File: src/rtl/tick_gen_multi.sv
// Multi-channel tick generator: a shared prescaler makes a BASE_HZ tick, and N_CH programmable dividers (periodic or one-shot) run off it.
// Optional macro TICKGEN_SYNC_EN adds a sync_clr input that clears the prescaler and the counters of running channels.
module tick_gen_multi #(
  parameter int CLK_HZ  = 100_000_000,
  parameter int BASE_HZ = 1_000,
  parameter int N_CH    = 4,
  parameter int DIV_W   = 16
) (
  input  logic                                       clk,
  input  logic                                       rst,
`ifdef TICKGEN_SYNC_EN
  input  logic                                       sync_clr,
`endif
  output logic                                       base_tick,
  input  logic                                       cfg_valid,
  output logic                                       cfg_ready,
  input  logic [((N_CH > 1) ? $clog2(N_CH) : 1)-1:0] cfg_ch,
  input  logic [DIV_W-1:0]                           cfg_period,
  input  logic                                       cfg_mode,
  input  logic                                       cfg_start,
  output logic                                       cfg_err,
  output logic [N_CH-1:0]                            tick,
  output logic [N_CH-1:0]                            done,
  output logic [N_CH-1:0]                            running
);

  localparam int PRE  = CLK_HZ / BASE_HZ;
  localparam int PW   = (PRE >= 2) ? $clog2(PRE) : 1;
  localparam int CH_W = (N_CH > 1) ? $clog2(N_CH) : 1;
  localparam logic [CH_W:0] N_CH_W = (CH_W + 1)'(N_CH);

  localparam logic [1:0] ST_IDLE = 2'd0;
  localparam logic [1:0] ST_RUN  = 2'd1;
  localparam logic [1:0] ST_DONE = 2'd2;

  if (CLK_HZ % BASE_HZ != 0) begin : g_chk_div
    $fatal(1, "tick_gen_multi: CLK_HZ must be a multiple of BASE_HZ");
  end
  if (PRE < 2) begin : g_chk_pre
    $fatal(1, "tick_gen_multi: CLK_HZ/BASE_HZ must be at least 2");
  end
  if (N_CH < 1 || N_CH > 16) begin : g_chk_nch
    $fatal(1, "tick_gen_multi: N_CH must be 1..16");
  end
  if (DIV_W < 1) begin : g_chk_divw
    $fatal(1, "tick_gen_multi: DIV_W must be at least 1");
  end

  logic sync_c;
`ifdef TICKGEN_SYNC_EN
  assign sync_c = sync_clr;
`else
  assign sync_c = 1'b0;
`endif

  logic [PW-1:0] presc;
  logic          base_q;

  always_ff @(posedge clk or posedge rst) begin
    if (rst) begin
      presc  <= '0;
      base_q <= 1'b0;
    end else if (sync_c) begin
      presc  <= '0;
      base_q <= 1'b0;
    end else if (presc == PW'(PRE - 1)) begin
      presc  <= '0;
      base_q <= 1'b1;
    end else begin
      presc  <= presc + 1'b1;
      base_q <= 1'b0;
    end
  end

  assign base_tick = base_q & ~sync_c;

  // cfg handshake: a transfer happens on any clk edge where cfg_valid && cfg_ready;
  // cfg_ready is high whenever rst is low, so a request is never held off.
  logic cfg_accept, cfg_bad, ch_oob, err_q;

  assign cfg_ready  = ~rst;
  assign cfg_accept = cfg_valid & cfg_ready;
  assign ch_oob     = ({1'b0, cfg_ch} >= N_CH_W);
  assign cfg_bad    = ch_oob | (cfg_start & (cfg_period == '0));

  always_ff @(posedge clk or posedge rst) begin
    if (rst) err_q <= 1'b0;
    else     err_q <= cfg_accept & cfg_bad;
  end

  assign cfg_err = err_q;

  for (genvar g = 0; g < N_CH; g++) begin : g_ch
    localparam logic [CH_W-1:0] IDX = CH_W'(g);
    logic [DIV_W-1:0] cnt;
    logic [DIV_W-1:0] per;
    logic [1:0]       st;
    logic             mode_q;
    logic             tick_q;
    logic             sel;

    assign sel = cfg_accept & ~cfg_bad & (cfg_ch == IDX);

    // A cfg aimed at this channel beats a coincident base tick, which is then not counted.
    always_ff @(posedge clk or posedge rst) begin
      if (rst) begin
        cnt    <= '0;
        per    <= '0;
        st     <= ST_IDLE;
        mode_q <= 1'b0;
        tick_q <= 1'b0;
      end else begin
        tick_q <= 1'b0;
        if (sel) begin
          cnt <= '0;
          if (cfg_start) begin
            per    <= cfg_period;
            mode_q <= cfg_mode;
            st     <= ST_RUN;
          end else begin
            st <= ST_IDLE;
          end
        end else if (sync_c) begin
          if (st == ST_RUN) cnt <= '0;
        end else if (base_q && st == ST_RUN) begin
          if (cnt == per - 1'b1) begin
            cnt    <= '0;
            tick_q <= 1'b1;
            if (mode_q) st <= ST_DONE;
          end else begin
            cnt <= cnt + 1'b1;
          end
        end
      end
    end

    assign tick[g]    = tick_q & ~sync_c;
    assign done[g]    = (st == ST_DONE);
    assign running[g] = (st == ST_RUN);
  end

endmodule
File: config.mk
export PLATFORM = sky130hd
export DESIGN_NAME = tick_gen_multi
export DESIGN_NICKNAME = d
export VERILOG_FILES = /design/src/rtl/tick_gen_multi.sv
export SDC_FILE = /design/constraint.sdc
export NUM_CORES = 1
export LEC_CHECK = 0
export CORE_ASPECT_RATIO = 0.75
export CORE_UTILIZATION = 55
export DETAILED_ROUTE_END_ITERATION = 10
export PLACE_DENSITY = 0.79
export SYNTH_ARGS = -nofsm -noshare
export SYNTH_HDL_FRONTEND = slang
export SYNTH_SLANG_ARGS = --single-unit
File: constraint.sdc
create_clock -name clk -period 7.4 [get_ports clk]
set_input_delay 1.48 -clock clk [delete_from_list [all_inputs] [get_ports clk]]
set_output_delay 1.48 -clock clk [all_outputs]
set_load 0.02 [all_outputs]
* Word-level counts from Yosys, hierarchy flattened
Index checks and enable logic that the tools add are counted.
Cells by class: mux-type cells 43, bitwise gates (word level) 10, div/mod/pow operators 0, multipliers 0, $add $sub $neg 9, shifts and indexed selects 0, reductions and logical operators 26, equality and inequality tests 16, order comparisons 0
Operators by type and width (count):
- 16-bit two-way mux | 12
- 16-bit by 1-bit adder with 16-bit output (second input constant) | 4
- 16-bit == test | 4
- 16-bit by 1-bit subtractor with 16-bit output (second input constant) | 4
- 2-bit two-way mux | 16
- 2-bit nonzero test | 12
- 17-bit by 1-bit adder with 17-bit output (second input constant) | 1
- 17-bit == test (second input constant) | 1
- 17-bit two-way mux | 1
- 16-bit zero test | 1
- 1-bit two-way mux | 14
- 2-bit == test (second input constant) | 6
- 3-bit AND reduction | 4
- 2-bit by 1-bit == test with 1-bit output (second input constant) | 5
- 1-bit bitwise AND | 8
- 2-bit AND reduction | 4
- 1-bit logical AND | 4
- 2-bit zero test | 1
- 1-bit inverter | 2
Storage, ports and cells: memories kept 0, memory bits (writable) 0, bits of input ports 23, bits in registers 163, bits in read-only memories 0, latch bits 0, word-level logic and storage cells 127, output and inout bits 15

* Logic depth before layout (Yosys ltp)
Gate-level depths: netlist (run 1).
depth in word-level cells 7, gate-level depth with buffers 13, gate-level depth less buffers 10

* Least setup slack after synthesis (run 1)
Ideal clock, no wire load.
kind input-to-reg, start in rst, end reg g_ch[0].per[0], required time 7.275 ns, setup time 0.125 ns, arrival time 7.101 ns, cell stages on the path 6, path slack 0.174 ns, path buffers 1, cells stage by stage inv_1 nand2_1 a2111oi_0 nand2_1 clkbuf_1 mux2_2
On the way: word-level cells in the longest chain between the ends 5
Ends and longest elaborated chain:
- from (decl) | line 10 | input logic rst,
- 1-bit inverter | line 81 | assign cfg_ready = ~rst;
- 1-bit bitwise AND | line 82 | assign cfg_accept = cfg_valid & cfg_ready;
- 1-bit bitwise AND (2 in a row) | line 102 | assign sel = cfg_accept & ~cfg_bad & (cfg_ch == IDX);
- 2-bit AND reduction (no source line)
- to (signal assigned) | line 117 | per <= cfg_period;
- to (decl) | line 96 | logic [DIV_W-1:0] per;
No other way between the ends. A chain may end at the register's enable or synchronous reset.

* Final worst setup path (run 1)
start in rst, end out cfg_ready
On the way: word-level cells in the longest chain between the ends 1
Ends and longest elaborated chain:
- 1-bit inverter | line 81
- to (decl) | line 16 | output logic cfg_ready,
No other way between the ends.

==> metrics.yaml, run 1 <==
worstPathRequired_ps: 5920
syn_inst: 973
fin_skew_ps: 9.50
leakagePower_nw: 4.53
ys_warn_count: 0
synth_area_leaders: "dfrtp_1 43%, mux2_2 8.2%, xor2_1 6.2%, xnor2_1 5.8%, nor2_1 4.5%"
p_total_mw: 2.51
synth_top_family_by_area: "simple AND/OR/NAND/NOR gates"
slew_violations: 0
synthArstFlopShare: 1.00
routed.top_layer: "met4"
crit_top_cell: "clkdlybuf4s50_1"
drcViolationCount: 0
setup_tns_ps: 0
die_h_um: 116
min_from: "presc[4]$_DFF_PP0_"
synth-edff-count: 0
insertion_delay_ps: 430
r2r_slack_ps: 4010
rsz0062_at_grt: "false"
die_area_mm2: 0.0178
crit_path_end_kind: "primary output"
slowest_stage: "clkdlybuf4s50_1"
grt_pass1_vias: 7083
hold_viol_final: 0
setup_viol: 0
slowest_delay_ps: 800
grt.overflow.total: 0
synthMuxAreaShare: 0.0840
synth-xor-area-share: 0.120
hold_depth: 1
clk_pin_slew_ps: 60
fin_crit_sh: 0.656
worst-r2r-cell-count: 8
cts_max_level: 4
num_rows: 41
root_buffer: "clkbuf_16"
clock_path_buffers: 2
synth_area_per_cell_um2: 9.75
ctsHoldBuffers: 0
cp.arrival_ps: 3370
synth_seq_cells: 163
powerDensity_mw_per_mm2: 237
syn_nets: 1005
start_kind: "input pin"
cts_buffers: 17
hpwl_um: 14800
antenna_found_initial: 0
cts_sinks: 163
cts_resized: 0
grt_pass1_wl_um: 35600
worstReg2RegStart: "g_ch[2].per[6]$_DFFE_PP0P_"
ir_worst_vdd_mv: 0.172
max_freq_mhz: 206
drtIter0Drc: 571
areaGrowthSynthToFinish_pct: 11.6
path_max_fanout: 97
crit_family: "buffers and inverters"
postRouteAntennaNets: 0
seq_area_frac_synth: 0.430
wl_per_cell_um: 17.2
synth_cell_types: 74
synth_top_area_cell: "dfrtp_1"
drive_above_1_share: 0.121
relSlewSlack: 0.235
die_w_um: 154
worstSetupPathType: "input pin to primary output"
status: "finished clean"
finalWirelength_um: 21200
wl_met1_um: 10100
cts_tree: "done"
synth-simple-area-share: 0.238
tightest_slew_ps: 1120
grtUsageTotal: 0.254
vias: 7460
start_util: 0.564
r2r-end: "g_ch[2].cnt[5]$_DFFE_PP0P_"
final_nets: 1031
diodes: 0
crit_buf_inv: 3
min_path_type: "register to register"
viasPerCell: 6.08
grt_max_degree: 98
firstDrtPassIters: 5
boundaryPins: 38
path_cells: "clkdlybuf4s50_1 > inv_6 > clkdlybuf4s50_1"
synth_fa_ha_area_frac: 0.0119
layout_min_cycle_time_ps: 4850
postCtsSetupBuffers: 0
maxCapViolCount: 0
synth_compound_area_frac: 0.0911
coreArea_mm2: 0.0168
synth_top_area_share: 0.430
syn_area_mm2: 0.00949
dr_wl_met3_um: 1120
io_buffers: 37
finalWeightedCongestion: 0.926
synthFlopType: "dfrtp_1"
whs_endpoint: "presc[4]$_DFF_PP0_"
wl_met2_um: 9630
==> synth_stat cells (all sizes together) (4+ instances only) <==
library cell	n
xor2	67
o21ai	18
and3	18
and2	19
o2111ai	5
a2111oi	4
or4	8
o31ai	4
or3	10
nor2	114
or2	5
nor3	31
nand3	60
a21oi	11
nand2b	8
nand4b	4
xnor2	63
mux2	69
ha	9
dfrtp	163
nor2b	17
nor4b	5
a22o	7
a221o	15
buf	9
nand4	17
nor4	24
a211oi	6
nand3b	9
inv	19
clkbuf	25
nand2	74
a31oi	6
==> kinds of logic (layout without fill, tap and decap cells) <==
group                      count (synthesis)  count (layout)
and+or+nand+nor                          435             435
DFF                                      163             163
xor gates and xnor gates                 130             130
AOI/OAI and AO/OA                        112             112
muxes                                     71              71
buffers and inverters                     53              92
adders and majority gates                  9               9
==> worst max-delay path by stage <==
stage               startpoint                          end  slack, ps  depth (start not counted)
floorplan                  rst   g_ch[0].per[0]$_DFFE_PP0P_        170                          6
global route               rst                    cfg_ready       2340                          3
CTS                        rst                    cfg_ready       2460                          3
global placement           rst  g_ch[0].per[15]$_DFFE_PP0P_       2370                          6
detailed placement         rst  g_ch[0].cnt[15]$_DFFE_PP0P_       2290                          9
finish                     rst                    cfg_ready       2550                          3
==> placed cells by master (no fill, tap or decap), types with 5 or more instances in the layout <==
cell and count:
or2_2 5, xor2_1 67, nand3_1 60, o2111ai_1 5, a221o_1 15, nand2b_1 8
and3_1 18, and2_1 18, or3_1 10, ha_1 9, clkbuf_16 17, nor4_1 23
a31oi_1 6, nand3b_1 9, mux2_2 69, nor2b_1 17, o21ai_0 17, dfrtp_1 163
inv_1 18, xnor2_1 63, nor2_1 114, a21oi_1 11, nand4_1 17, or4_1 7
clkdlybuf4s50_1 37, nor3_1 28, nand2_1 74, a211oi_1 5, a22o_1 7
==> report_power, final <==
group          switching (mW)  internal [mW]
Combinational           0.258          0.253
Clock                   0.360          0.517
Sequential              0.142          0.982
Total                   0.759           1.75
==> metrics by stage <==
| stage | std cells | setup WS, ps | util | cell area, µm² | hold slack (ps) |
|---|---|---|---|---|---|
| after floorplan | 973 | 174 | - | 9490 | 446 |
| after global placement | 1195 | 2370 | 0.594 | 10000 | 462 |
| after detailed placement | 1195 | 2290 | 0.594 | 10000 | 465 |
| after CTS | 1227 | 2460 | 0.629 | 10600 | 482 |
| after global routing | 1227 | 2340 | 0.629 | 10600 | 516 |
| final | 1227 | 2550 | 0.629 | 10600 | 479 |
==> final cells by class <==
class,instances,area (µm²)
Timing Repair Buffer,41,400
Fill cell,1357,6240
Multi-Input combinational cell,757,5170
Tap cell,215,269
Clock inverter,11,126
Sequential cell,163,4080
Clock buffer,21,460
Inverter,19,76.3
==> worst register-to-register path, stage by stage, from the launching register on <==
cell and delay (ps):
dfrtp_1 470, nor4_1 750, a41oi_1 250, a2111oi_0 520, nor2_1 90, and4_1 240
nor3_2 640, and3_1 270, a221o_1 100
==> registers in the layout, summed over array words and instances, names as in the netlist <==
name and cells:
base_tick 1, cfg_err 1, g_ch.cnt 64, g_ch.mode_q 4
g_ch.per 64, g_ch.st 8, g_ch.tick_q 4, presc 17
==> per-layer routing <==
layer / global-route usage / up-vias
met5: 0 / -
met4: 0.0687 / 0
met3: 0.0527 / 32
met2: 0.406 / 209
met1: 0.353 / 3657
li1: - / 3562
(Power assumes the default switching activity.)
==> run 2, diff against run 1 <==
--- a/config.mk
+++ b/config.mk
@@ -8,7 +8,7 @@
 export CORE_ASPECT_RATIO = 0.75
 export CORE_UTILIZATION = 55
 export DETAILED_ROUTE_END_ITERATION = 10
-export PLACE_DENSITY = 0.79
+export PLACE_DENSITY = 0.82
 export SYNTH_ARGS = -nofsm -noshare
 export SYNTH_HDL_FRONTEND = slang
 export SYNTH_SLANG_ARGS = --single-unit
==> constraint.sdc (replaced) <==
create_clock -name clk -period 4.08 [get_ports clk]
set_input_delay 0.816 -clock clk [delete_from_list [all_inputs] [get_ports clk]]
set_output_delay 0.816 -clock clk [all_outputs]
set_load 0.02 [all_outputs]
==> run 2 against run 1 <==
Net effect:
- non-clock buffer count increased by 23
- worst hold slack better by 5.7 ps
- critical path depth grew 5
- critical endpoint is now g_ch[0].cnt[6]$_DFFE_PP0P_
- largest cell class unchanged
- utilization is 1.2 points higher
- first-iteration DRC count grew 15%
- routed wire length up 4.2%
==> metrics.yaml, run 2 (synthesized netlist as in run 1, its figures left out) <==
fin_ws_ps: 779  # was 2550 ps
insertion_delay_ps: 430  # about the same
whs_ps: 485  # was 479 ps
num_rows: 41  # unchanged
cts_max_level: 4  # unchanged
final_nets: 1054  # was 1031
finalWeightedCongestion: 0.920  # was 0.926
fin_crit_sh: 0.809
die_area_mm2: 0.0178  # unchanged
p_total_mw: 4.54  # was 2.51 mW
fill_cells: 1337  # was 1357
worstSetupPathType: "input pin to register"  # was input pin to primary output
io_buffers: 37  # unchanged
relSlewSlack: 0.344  # was 0.235
grt_pass1_vias: 7189  # was 7083
mostFrequentLayoutCells: "163 x dfrtp_1, 113 x nor2_1, 73 x nand2_1"  # was 163 x dfrtp_1, 114 x nor2_1, 74 x nand2_1
root_buffer: "clkbuf_16"  # unchanged
clk_pin_slew_ps: 60  # about the same
start_util: 0.564  # unchanged
viasPerCell: 6.00  # was 6.08
leakagePower_nw: 4.62  # was 4.53 nW
grtUsageTotal: 0.262  # was 0.254
clock_path_buffers: 2  # unchanged
cp.arrival_ps: 3670  # was 3370 ps
grt_pass1_wl_um: 36500  # was 35600 µm
cts_resized: 0  # unchanged
tightest_slew_ps: 978  # was 1120 ps
vias: 7500  # was 7460
powerDensity_mw_per_mm2: 421  # was 237 mW/mm²
start_kind: "input pin"  # unchanged
maxCapViolCount: 0  # unchanged
path_max_fanout: 8  # was 97
wl_per_cell_um: 17.6  # was 17.2 µm
areaGrowthSynthToFinish_pct: 13.7  # was 11.6%
die_w_um: 154  # unchanged
layout_commonest_cell: "dfrtp_1"  # unchanged
reg_top3: "g_ch.cnt x64, g_ch.per x64, presc x17"  # unchanged
hold_viol_final: 0  # unchanged
hpwl_um: 15800  # was 14800 µm
cts_buffers: 17  # unchanged
postCtsSetupBuffers: 0  # unchanged
diodes: 0  # unchanged
cts_sinks: 163  # unchanged
setup_viol: 0  # unchanged
worst-r2r-cell-count: 8  # unchanged
grt_max_degree: 164  # was 98
boundaryPins: 38  # unchanged
rsz0062_at_grt: "false"  # unchanged
worstPathRequired_ps: 4440  # was 5920 ps
seq_area_mm2: 0.00408  # unchanged
slew_violations: 0  # unchanged
ctsHoldBuffers: 0  # unchanged
fin_skew_ps: 10.3  # was 9.50 ps
crit_path_end_kind: "register"  # was primary output
drcViolationCount: 0  # unchanged
die_h_um: 116  # unchanged
firstDrtPassIters: 5  # unchanged
min_path_type: "register to register"  # unchanged
cts_tree: "done"  # unchanged
status: "finished clean"  # unchanged
drive_above_1_share: 0.146  # was 0.121
postRouteAntennaNets: 0  # unchanged
grt.overflow.total: 0  # unchanged
place_ws_ps: 390  # was 2290 ps
layout_min_cycle_time_ps: 3300
finalWirelength_um: 22000  # was 21200 µm
multi_input_area_mm2: 0.00519  # was 0.00517 mm²
hold_depth: 1  # unchanged
ir_worst_vdd_mv: 0.198  # was 0.172 mV
coreArea_mm2: 0.0168  # unchanged
antenna_found_initial: 0  # unchanged
drtIter0Drc: 656  # was 571
max_freq_mhz: 303
## run 2: worst max-delay path, stage by stage
cell and delay (ps):
clkdlybuf4s50_1 430, nor4_1 620, nand3_1 220, o21ai_0 330, or3_1 300, nand2_1 210
nor2_1 500, a221o_1 240
## run 2: power breakdown
| part | total (mW) | internal [mW] | switching (mW) |
|---|---|---|---|
| clock network | 1.56 | 0.880 | 0.681 |
| registers | 2.04 | 1.78 | 0.257 |
| logic | 0.944 | 0.474 | 0.469 |
## run 2: through the flow
step | instance area, µm² | setup TNS (ps) | utilization | instances
6_report | 10800 | 0 | 0.641 | 1250
5_1_grt | 10800 | 0 | 0.641 | 1250
4_1_cts | 10800 | 0 | 0.641 | 1250
3_5_place_dp | 10200 | 0 | 0.606 | 1218
3_3_place_gp | 10200 | 0 | 0.606 | 1218
2_1_floorplan | 9530 | -49850 | - | 973
## run 2: layout make-up
| class | count | area share |
|---|---|---|
| clock buffers | 19 | 0.0420 |
| clock inverters | 13 | 0.0117 |
| flip-flops and latches | 163 | 0.378 |
| well taps | 215 | 0.0250 |
| multi-input cells | 757 | 0.482 |
| repair buffers | 64 | 0.0543 |
| inverters | 19 | 0.00696 |
## run 2: final timing paths
path                       slack [ps]                     endpoint                  startpoint
max                               780   g_ch[0].cnt[6]$_DFFE_PP0P_               cfg_period[1]
min                               480           presc[4]$_DFF_PP0_          presc[4]$_DFF_PP0_
max reg2reg                       800  g_ch[1].cnt[14]$_DFFE_PP0P_  g_ch[1].per[2]$_DFFE_PP0P_
min reg2reg                       480           presc[4]$_DFF_PP0_          presc[4]$_DFF_PP0_
max in group asynchronous        2410           presc[3]$_DFF_PP0_                         rst
min in group asynchronous        1070   g_ch[0].per[1]$_DFFE_PP0P_                         rst
## run 2: per-layer routing
| metal | share of wire | wire (µm) | global-route usage |
|---|---|---|---|
| met2 | 0.45 | 9920 | 0.414 |
| met5 | 0 | 0 | 0 |
| met3 | 0.059 | 1310 | 0.0494 |
| met4 | 0.025 | 553 | 0.0900 |
| met1 | 0.47 | 10300 | 0.365 |
